### config.mk
export PLATFORM = sky130hd
export DESIGN_NAME = seq_detect_param
export DESIGN_NICKNAME = d
export VERILOG_FILES = /design/src/rtl/seq_detect_param.sv
export SDC_FILE = /design/constraint.sdc
export NUM_CORES = 1
export LEC_CHECK = 0
export ABC_AREA = 1
export CAP_MARGIN = 20
export CORE_MARGIN = 2
export CORE_UTILIZATION = 40
export DETAILED_ROUTE_END_ITERATION = 12
export GPL_ROUTABILITY_DRIVEN = 0
export RECOVER_POWER = 100
export SYNTH_ARGS = -nofsm -noshare
export SYNTH_HDL_FRONTEND = slang
export SYNTH_SLANG_ARGS = --single-unit
### constraint.sdc
create_clock -name clock -period 3.2 [get_ports clock]
set_input_delay 0.64 -clock clock [delete_from_list [all_inputs] [get_ports clock]]
set_output_delay 0.64 -clock clock [all_outputs]
set_load 0.03 [all_outputs]
### src/rtl/seq_detect_param.sv
// rtl/seq_detect_param.sv - parametrised serial pattern detector with sticky flag and pulse (optional counter: SEQDET_COUNT_EN)
module seq_detect_param #(
    parameter int               PAT_W   = 4,
    parameter logic [PAT_W-1:0] PATTERN = 4'b1011
`ifdef SEQDET_COUNT_EN
    ,
    parameter int               CNT_W   = 8
`endif
) (
    input  logic             clock,
    input  logic             reset,
    input  logic             in,
    input  logic             en,
    input  logic             overlap,
    input  logic             pat_load,
    input  logic [PAT_W-1:0] pat_in,
    input  logic             clear,
`ifdef SEQDET_COUNT_EN
    output logic [CNT_W-1:0] match_count,
`endif
    output logic             out,
    output logic             match_pulse
);

    localparam int FILL_W = $clog2(PAT_W + 1);
    localparam logic [FILL_W-1:0] FILL_FULL = FILL_W'(PAT_W);

    logic [PAT_W-1:0]  pat;
    logic [PAT_W-1:0]  win;
    logic [FILL_W-1:0] fill;

    logic [PAT_W-1:0]  nwin;
    logic [FILL_W-1:0] nfill;
    logic              hit;

    // Candidate window after consuming `in`, and whether it completes a match
    always_comb begin
        nwin  = {win[PAT_W-2:0], in};
        nfill = (fill == FILL_FULL) ? fill : fill + FILL_W'(1);
        hit   = en && !pat_load && (nfill == FILL_FULL) && (nwin == pat);
    end

    // Pattern register and shift window; a non-overlapping hit restarts the window
    always_ff @(posedge clock or negedge reset) begin
        if (!reset) begin
            pat  <= PATTERN;
            win  <= '0;
            fill <= '0;
        end else if (pat_load) begin
            pat  <= pat_in;
            win  <= '0;
            fill <= '0;
        end else if (en) begin
            if (hit && !overlap) begin
                win  <= '0;
                fill <= '0;
            end else begin
                win  <= nwin;
                fill <= nfill;
            end
        end
    end

    // One-cycle pulse per hit, sticky flag cleared only by clear (clear wins over a hit)
    always_ff @(posedge clock or negedge reset) begin
        if (!reset) begin
            match_pulse <= 1'b0;
            out         <= 1'b0;
        end else begin
            match_pulse <= hit;
            if (clear) begin
                out <= 1'b0;
            end else if (hit) begin
                out <= 1'b1;
            end
        end
    end

`ifdef SEQDET_COUNT_EN
    // Saturating hit counter; holds at all-ones instead of wrapping
    always_ff @(posedge clock or negedge reset) begin
        if (!reset) begin
            match_count <= '0;
        end else if (clear) begin
            match_count <= '0;
        end else if (hit && !(&match_count)) begin
            match_count <= match_count + CNT_W'(1);
        end
    end
`endif

endmodule

# After elaboration in Yosys (flattened, before gate mapping)
# Cells that the tools add are included.
dict set report classes {
  addsub 1
  n_eq_ne 3
  muxes 9
  reduce_logical 8
}
# operator n
set ops {}
lappend ops {{2-to-1 mux 3 bit} 7}
lappend ops {{== test 3 bit (second input constant)} 2}
lappend ops {{== test 4 bit} 1}
lappend ops {{logical AND 1 bit} 4}
lappend ops {{nonzero test 2 bit} 2}
lappend ops {{adder 3 x 1 -> 3 bit (second input constant)} 1}
lappend ops {{logical NOT 1 bit} 2}
lappend ops {{2-to-1 mux 1 bit} 2}
dict set report totals {
  regBits 12
  in_bits 11
  out_inout_bits 2
  wordCells 26
}

# Depth between registers and ports, before layout
# Gate-level depths: netlist of the first run.
dict set report depth {
  ltp_word 9
  ltp_mapped 10
  ltp_nobuf 10
}

# Worst setup path before layout of the first run
# OpenSTA, ideal clock, no wires.
dict set report synth_timing {
  path_kind {input port to flip-flop}
  from {input pat_load}
  to {register fill[2]}
  t_arrival_ns 1.303
  t_required_ns 3.083
  slack_ns 1.780
  cell_stages 7
  path_buffers 1
  path_cell_list {buf_6 > nor2_8 > nand2_2 > nor2_2 > nand4_1 > nand2_1 > nand2_1}
}
dict set report synth_via {
  elab_chain_len 8
}
# element line
set synth_rtl {}
lappend synth_rtl {{start, declared} 15} ;# input logic pat_load,
lappend synth_rtl {{logical NOT 1 bit} 40} ;# hit = en && !pat_load && (nfill == FILL_FULL) && (nwin == pat);
lappend synth_rtl {{logical AND 1 bit (3 in series)} 40}
lappend synth_rtl {{logical AND 1 bit} 54} ;# if (hit && !overlap) begin
lappend synth_rtl {{2-to-1 mux 3 bit} 54}
lappend synth_rtl {{2-to-1 mux 3 bit} 53} ;# end else if (en) begin
lappend synth_rtl {{2-to-1 mux 3 bit} 49} ;# end else if (pat_load) begin
lappend synth_rtl {{end signal, assigned} 59} ;# fill <= nfill;
lappend synth_rtl {{end, declared} 30} ;# logic [FILL_W-1:0] fill;
# Several ways; a longest one is shown, not always the timed one. The select of a mux whose other input is x is not followed.
# A chain may end at the register's enable or synchronous reset.

# Worst setup path after layout of the first run
dict set report layout_timing {
  from {input pat_load}
  to {register win[0]}
}
dict set report layout_via {
  elab_chain_len 8
}
# element line
set layout_rtl {}
lappend layout_rtl {{logical NOT 1 bit} 40}
lappend layout_rtl {{logical AND 1 bit (3 in series)} 40}
lappend layout_rtl {{logical AND 1 bit} 54}
lappend layout_rtl {{2-to-1 mux 3 bit} 54}
lappend layout_rtl {{2-to-1 mux 3 bit} 53}
lappend layout_rtl {{2-to-1 mux 3 bit} 49}
lappend layout_rtl {{end signal, assigned} 58} ;# win <= nwin;
lappend layout_rtl {{end, declared} 29} ;# logic [PAT_W-1:0] win;
# Several ways; a longest one is shown, not always the timed one. The select of a mux whose other input is x is not followed.

==> flow_metrics.env, run 1 <==
export IMPL_yosys_warnings=0
export IMPL_fin_nets=124
export IMPL_rows=14
export IMPL_swShare=0.257
export IMPL_finalMaxSlewViolations=0
export IMPL_routedWlPerCell_um=10.5
export IMPL_avgSynthCellArea_um2=7.22
export IMPL_grt_pass1_wl_mm=2.14
export IMPL_cp_top_family="simple AND/OR/NAND/NOR gates"
export IMPL_crit_required_ps=3360
export IMPL_setup_tns_ps=0
export IMPL_synthCells=95
export IMPL_hold_class="reg -> reg"
export IMPL_grt_ovfl_total=0
export IMPL_grt_pass1_vias=527
export IMPL_portBuffers=12
export IMPL_yosysTopAreaCell="dfrtp_1"
export IMPL_die_width_um=45.4
export IMPL_cts_made_buffers=3
export IMPL_die_h_um=45.4
export IMPL_power_switching_w=0.0000884
export IMPL_finClkSkew_ps=5.36
export IMPL_path_cells="dlygate4sd3_1 -> nor2_1 -> nand2_2 -> nor2_1 -> nand4_1 -> nand2_1 -> nand2_1"
export IMPL_cts_setup_buffers=0
export IMPL_initial_core_util=0.440
export IMPL_yosys_area_top_type_share=0.328
export IMPL_dieArea_um2=2060
export IMPL_fillCellCount=155
export IMPL_crit_path_top_delay_cell="dlygate4sd3_1"
export IMPL_hold_buffers=0
export IMPL_finalSetupViolCount=0
export IMPL_critPathBufInv=1
export IMPL_synth_area_um2=686
export IMPL_first_pass_iters=4
export IMPL_rsz0062_at_grt="no"
export IMPL_io_pins=13
export IMPL_cts_clk_slew_worst_paths_ps=80
export IMPL_cts_tree="done"
export IMPL_post_route_period_util=0.644
export IMPL_cts_max_level=1
export IMPL_syn_to_final_growth_pct=21.4
export IMPL_outcome="completed"
export IMPL_grt_max_degree=13
export IMPL_postRouteAntennaNets=0
export IMPL_combPwrFrac=0.158
export IMPL_dp_hpwl_mm=1.04
export IMPL_synth_fp_nets=108
export IMPL_tightestPinTransition_ps=552
export IMPL_antenna_found_initial=0
export IMPL_ir_worst_vdd_mv=0.214
export IMPL_clockRootBuffer="clkbuf_4"
export IMPL_drive_gt1_frac=0.0909
export IMPL_diodes=0
export IMPL_ys_seq_area_frac=0.443
export IMPL_totalWireLength_mm=1.33
export IMPL_clock_sinks=12
export IMPL_max_freq_mhz=486
export IMPL_track_usage=0.147
export IMPL_max_cap_violations=0
export IMPL_path_class="in -> reg"
export IMPL_clockBufferDepth=2
export IMPL_vias_per_cell=4.55
export IMPL_power_density_nw_per_um2=413
export IMPL_drc=0
export IMPL_synth_cell_types=14
export IMPL_crit_path_start_kind="input pin"
export IMPL_critPathCaptureType="flop"
export IMPL_p_leak_nw=0.425
export IMPL_sequentialPowerShare=0.488
export IMPL_crit_arrival_ps=2220
export IMPL_ys_top_cells_by_area="dfrtp_1 (33%), nand2_1 (19%), dfstp_2 (11%)"
export IMPL_cpPeakStageDelay_ps=660
export IMPL_drt_initial_drc_count=13
export IMPL_power_frac_clock=0.355
export IMPL_holdWs_ps=491
export IMPL_vias=573
export IMPL_coreArea_um2=1560
export IMPL_ys_seq_elements=12
export IMPL_fin_crit_ps=2060
export IMPL_cts_resized=0
export IMPL_worstSkewPairLatency_ps=270
export IMPL_slew_limit_headroom=0.631
export IMPL_path_max_fanout=10
export IMPL_intPower_w=0.000255
export IMPL_hold_violations=0
## flip-flops by register name, summed over array words and instances (netlist names)
signal,count
fill,3
match_pulse,1
out,1
pat,4
win,3
## metal layers
layer / track usage / routed length [µm] / vias to the layer above
met5: 0 / 0 / -
met1: 0.202 / 717 / 246
met4: 0.0529 / 11 / 0
met3: 0.0238 / 29 / 2
met2: 0.231 / 569 / 9
li1: - / - / 316
## kinds of logic (layout without fill, tap and decap cells)
kind of cell / after synthesis / after routing / synth area share
buffers and inverters: 17 / 32 / 0.104
AND/OR/NAND/NOR: 54 / 54 / 0.343
AO/OA/AOI/OAI: 10 / 10 / 0.0730
flip-flops: 12 / 12 / 0.443
adder cells (fa/ha/maj): 2 / 2 / 0.0365
## synthesized netlist by cell type
library cell / count
nand4_1: 1
inv_1: 16
nor2_1: 10
nand3_1: 3
nand2_2: 1
dfrtp_1: 9
buf_6: 1
nor2_8: 1
a21oi_1: 2
nor2_2: 3
o21ai_0: 8
dfstp_2: 3
ha_1: 2
nand2_1: 35
## path summary, 6_finish.rpt
kind,startpoint,end,slack [ps],cells past startpoint
max in group asynchronous,reset,match_pulse,2040,1
min,out,out,490,2
max,pat_load,win[0],1140,7
max reg2reg,fill[0],win[0],1710,8
min reg2reg,out,out,490,2
min in group asynchronous,reset,pat[2],790,1
## layout by cell type (no fill, tap or decap), drive strengths merged
cell type | synthesis | layout
a21oi | 2 | 2
clkbuf | 0 | 4
clkdlybuf4s50 | 0 | 8
dfrtp | 9 | 9
dfstp | 3 | 3
dlygate4sd3 | 0 | 4
ha | 2 | 2
inv | 16 | 16
nand2 | 36 | 36
nand3 | 3 | 3
nand4 | 1 | 1
nor2 | 14 | 14
o21ai | 8 | 8
## final cells by class
class	count	area, µm²	area share
multi-input combinational	66	292	0.350
timing repair buffer	12	120	0.144
sequential	12	304	0.365
inverter	16	60.1	0.0722
clock buffer	4	36.3	0.0436
tap	16	20.0	0.0241
## metrics by stage
| step | power, W | area, µm² | setup WS [ps] | cells | utilization |
|---|---|---|---|---|---|
| after floorplan | 0.000205 | 686 | 1780 | 95 | - |
| after global placement | 0.000228 | 815 | 1100 | 122 | 0.522 |
| after detailed placement | 0.000228 | 815 | 1080 | 122 | 0.522 |
| after CTS | 0.000350 | 851 | 1270 | 126 | 0.546 |
| after global routing | 0.000360 | 832 | 1030 | 126 | 0.534 |
| final | 0.000344 | 832 | 1140 | 126 | 0.534 |
## power by group through the flow
stage	Combinational (W)	Sequential, W	Clock [W]
2_1_floorplan	0.0000360	0.000169	0
3_3_place_gp	0.0000572	0.000170	0
3_5_place_dp	0.0000573	0.000170	0
4_1_cts	0.0000577	0.000168	0.000124
5_1_grt	0.0000624	0.000169	0.000129
6_report	0.0000541	0.000168	0.000122
## worst min-delay path: cells and delay by family (launching register included)
kind	cells	cell delay, ps
flip-flops	1	340
AND/OR/NAND/NOR	2	110
(Power assumes the default switching activity.)
==> run 2, diff against run 1 <==
==> constraint.sdc (replaced) <==
create_clock -name clock -period 1.95 [get_ports clock]
set_input_delay 0.39 -clock clock [delete_from_list [all_inputs] [get_ports clock]]
set_output_delay 0.39 -clock clock [all_outputs]
set_load 0.03 [all_outputs]
==> run 2 against run 1 <==
Highest routed layer unchanged. Die area did not move. Total power rose by 67%. Sequential share of layout area shrank 0.16 points. Cell area increased by 0.45%. Clock skew is 5.9 ps higher.
==> flow_metrics.env, run 2 (synthesized netlist as in run 1, its figures left out) <==
export IMPL_track_usage=0.184
export IMPL_die_h_um=45.4
export IMPL_slew_limit_headroom=0.622
export IMPL_top_regs="pat (4), fill (3), win (3)"
export IMPL_finClkSkew_ps=11.3
export IMPL_crit_path_start_kind="flop"
export IMPL_grt_max_degree=13
export IMPL_reg2reg_to="win[0]"
export IMPL_cpPeakStageDelay_ps=740
export IMPL_largest_register_ffs=4
export IMPL_finalPower_w=0.000573
export IMPL_dieArea_um2=2060
export IMPL_diodes=0
export IMPL_cts_max_level=1
export IMPL_regToRegSetupSlack_ps=480
export IMPL_tightestPinTransition_ps=566
export IMPL_hold_buffers=0
export IMPL_mostFrequentLayoutCell="nand2_1"
export IMPL_grt_pass1_wl_mm=2.64
export IMPL_hold_path_depth=2
export IMPL_fin_area_um2=836
export IMPL_setup_tns_ps=0
export IMPL_path_cells="dlygate4sd3_1"
export IMPL_path_class="reg -> out"
export IMPL_antenna_found_initial=0
export IMPL_hp_start="out"
export IMPL_crit_required_ps=1560
export IMPL_cts_tree="done"
export IMPL_final_util=0.536
export IMPL_crit_path_top_delay_cell="dlygate4sd3_1"
export IMPL_grt_ovfl_total=0
export IMPL_ir_worst_vdd_mv=0.333
export IMPL_worstSkewPairLatency_ps=280
export IMPL_die_width_um=45.4
export IMPL_first_pass_iters=4
export IMPL_critPathCaptureType="output pin"
export IMPL_layout_common_cells="nand2_1 (35), inv_1 (16), nor2_1 (12)"
export IMPL_crit_arrival_ps=1350
export IMPL_cts_made_buffers=3
export IMPL_syn_to_final_growth_pct=21.9
export IMPL_vias=607
export IMPL_drt_initial_drc_count=19
export IMPL_coreArea_um2=1560
export IMPL_finalMaxSlewViolations=0
export IMPL_fin_crit_ps=1740
export IMPL_rsz0062_at_grt="no"
export IMPL_clock_sinks=12
export IMPL_outcome="completed"
export IMPL_p_leak_nw=0.426
export IMPL_regMostFlops="pat"
export IMPL_clockBufferDepth=2
export IMPL_power_density_nw_per_um2=685
export IMPL_drc=0
export IMPL_portBuffers=12
export IMPL_fin_nets=125
export IMPL_drive_gt1_frac=0.0901
export IMPL_dpl_cell_area_um2=822
export IMPL_max_freq_mhz=576
export IMPL_rows=14
export IMPL_cts_setup_buffers=0
export IMPL_r2r_start="fill[0]"
export IMPL_dp_hpwl_mm=1.13
export IMPL_initial_core_util=0.440
export IMPL_min_to="out"
export IMPL_critPathBufInv=1
export IMPL_routedWlPerCell_um=11.6
export IMPL_grt_pass1_vias=630
export IMPL_cts_resized=0
export IMPL_numPlacedInstances=123
export IMPL_reg2reg_depth=8
export IMPL_max_cap_violations=0
export IMPL_fillCellCount=164
export IMPL_cp_top_family="buffers and inverters"
export IMPL_totalWireLength_mm=1.47
export IMPL_clockRootBuffer="clkbuf_4"
export IMPL_cts_clk_slew_worst_paths_ps=80
export IMPL_vias_per_cell=4.78
export IMPL_io_pins=13
export IMPL_hold_violations=0
export IMPL_hold_class="reg -> reg"
export IMPL_post_route_period_util=0.890
export IMPL_postRouteAntennaNets=0
export IMPL_instances_no_fill=127
export IMPL_path_max_fanout=2
export IMPL_finalSetupViolCount=0
-- run 2: report_power, final --
part,leakage (nW),switching [W],internal (W)
combinational,0.252,0.0000513,0.0000395
clock,0.0210,0.0000934,0.000113
sequential,0.153,0.00000892,0.000266
total,0.426,0.000154,0.000419
-- run 2: layer usage --
layer  part of all wire  GRT usage
met1               0.49      0.249
met2               0.44      0.282
met3              0.054     0.0238
met4              0.013      0.106
met5                  0          0
-- run 2: cell type report --
class | count | area (µm²) | share of cell area
Inverter | 16 | 60.1 | 0.0719
Clock buffer | 4 | 36.3 | 0.0434
Timing Repair Buffer | 13 | 124 | 0.148
Multi-Input combinational cell | 66 | 292 | 0.349
Sequential cell | 12 | 304 | 0.364
Tap cell | 16 | 20.0 | 0.0240
-- run 2: worst max-delay path by stage --
stage,from,endpoint,slack [ps],depth (start not counted)
after floorplan,fill[0],fill[2],630,8
after global placement,en,win[0],240,8
after detailed placement,pat_load,win[0],230,7
after CTS,out,out,260,1
after global routing,pat_load,win[0],120,7
final,out,out,210,1
-- run 2: worst min-delay path, delay by kind of cell (launching register included) --
| family | cells | cell delay [ps] |
|---|---|---|
| AND/OR/NAND/NOR | 2 | 120 |
| flip-flops | 1 | 340 |
-- run 2: per-stage QoR --
stage / hold slack, ps / setup WS, ps
2_1_floorplan: 94.4 / 633
3_3_place_gp: 481 / 241
3_5_place_dp: 485 / 233
4_1_cts: 487 / 264
5_1_grt: 554 / 115
6_report: 492 / 214
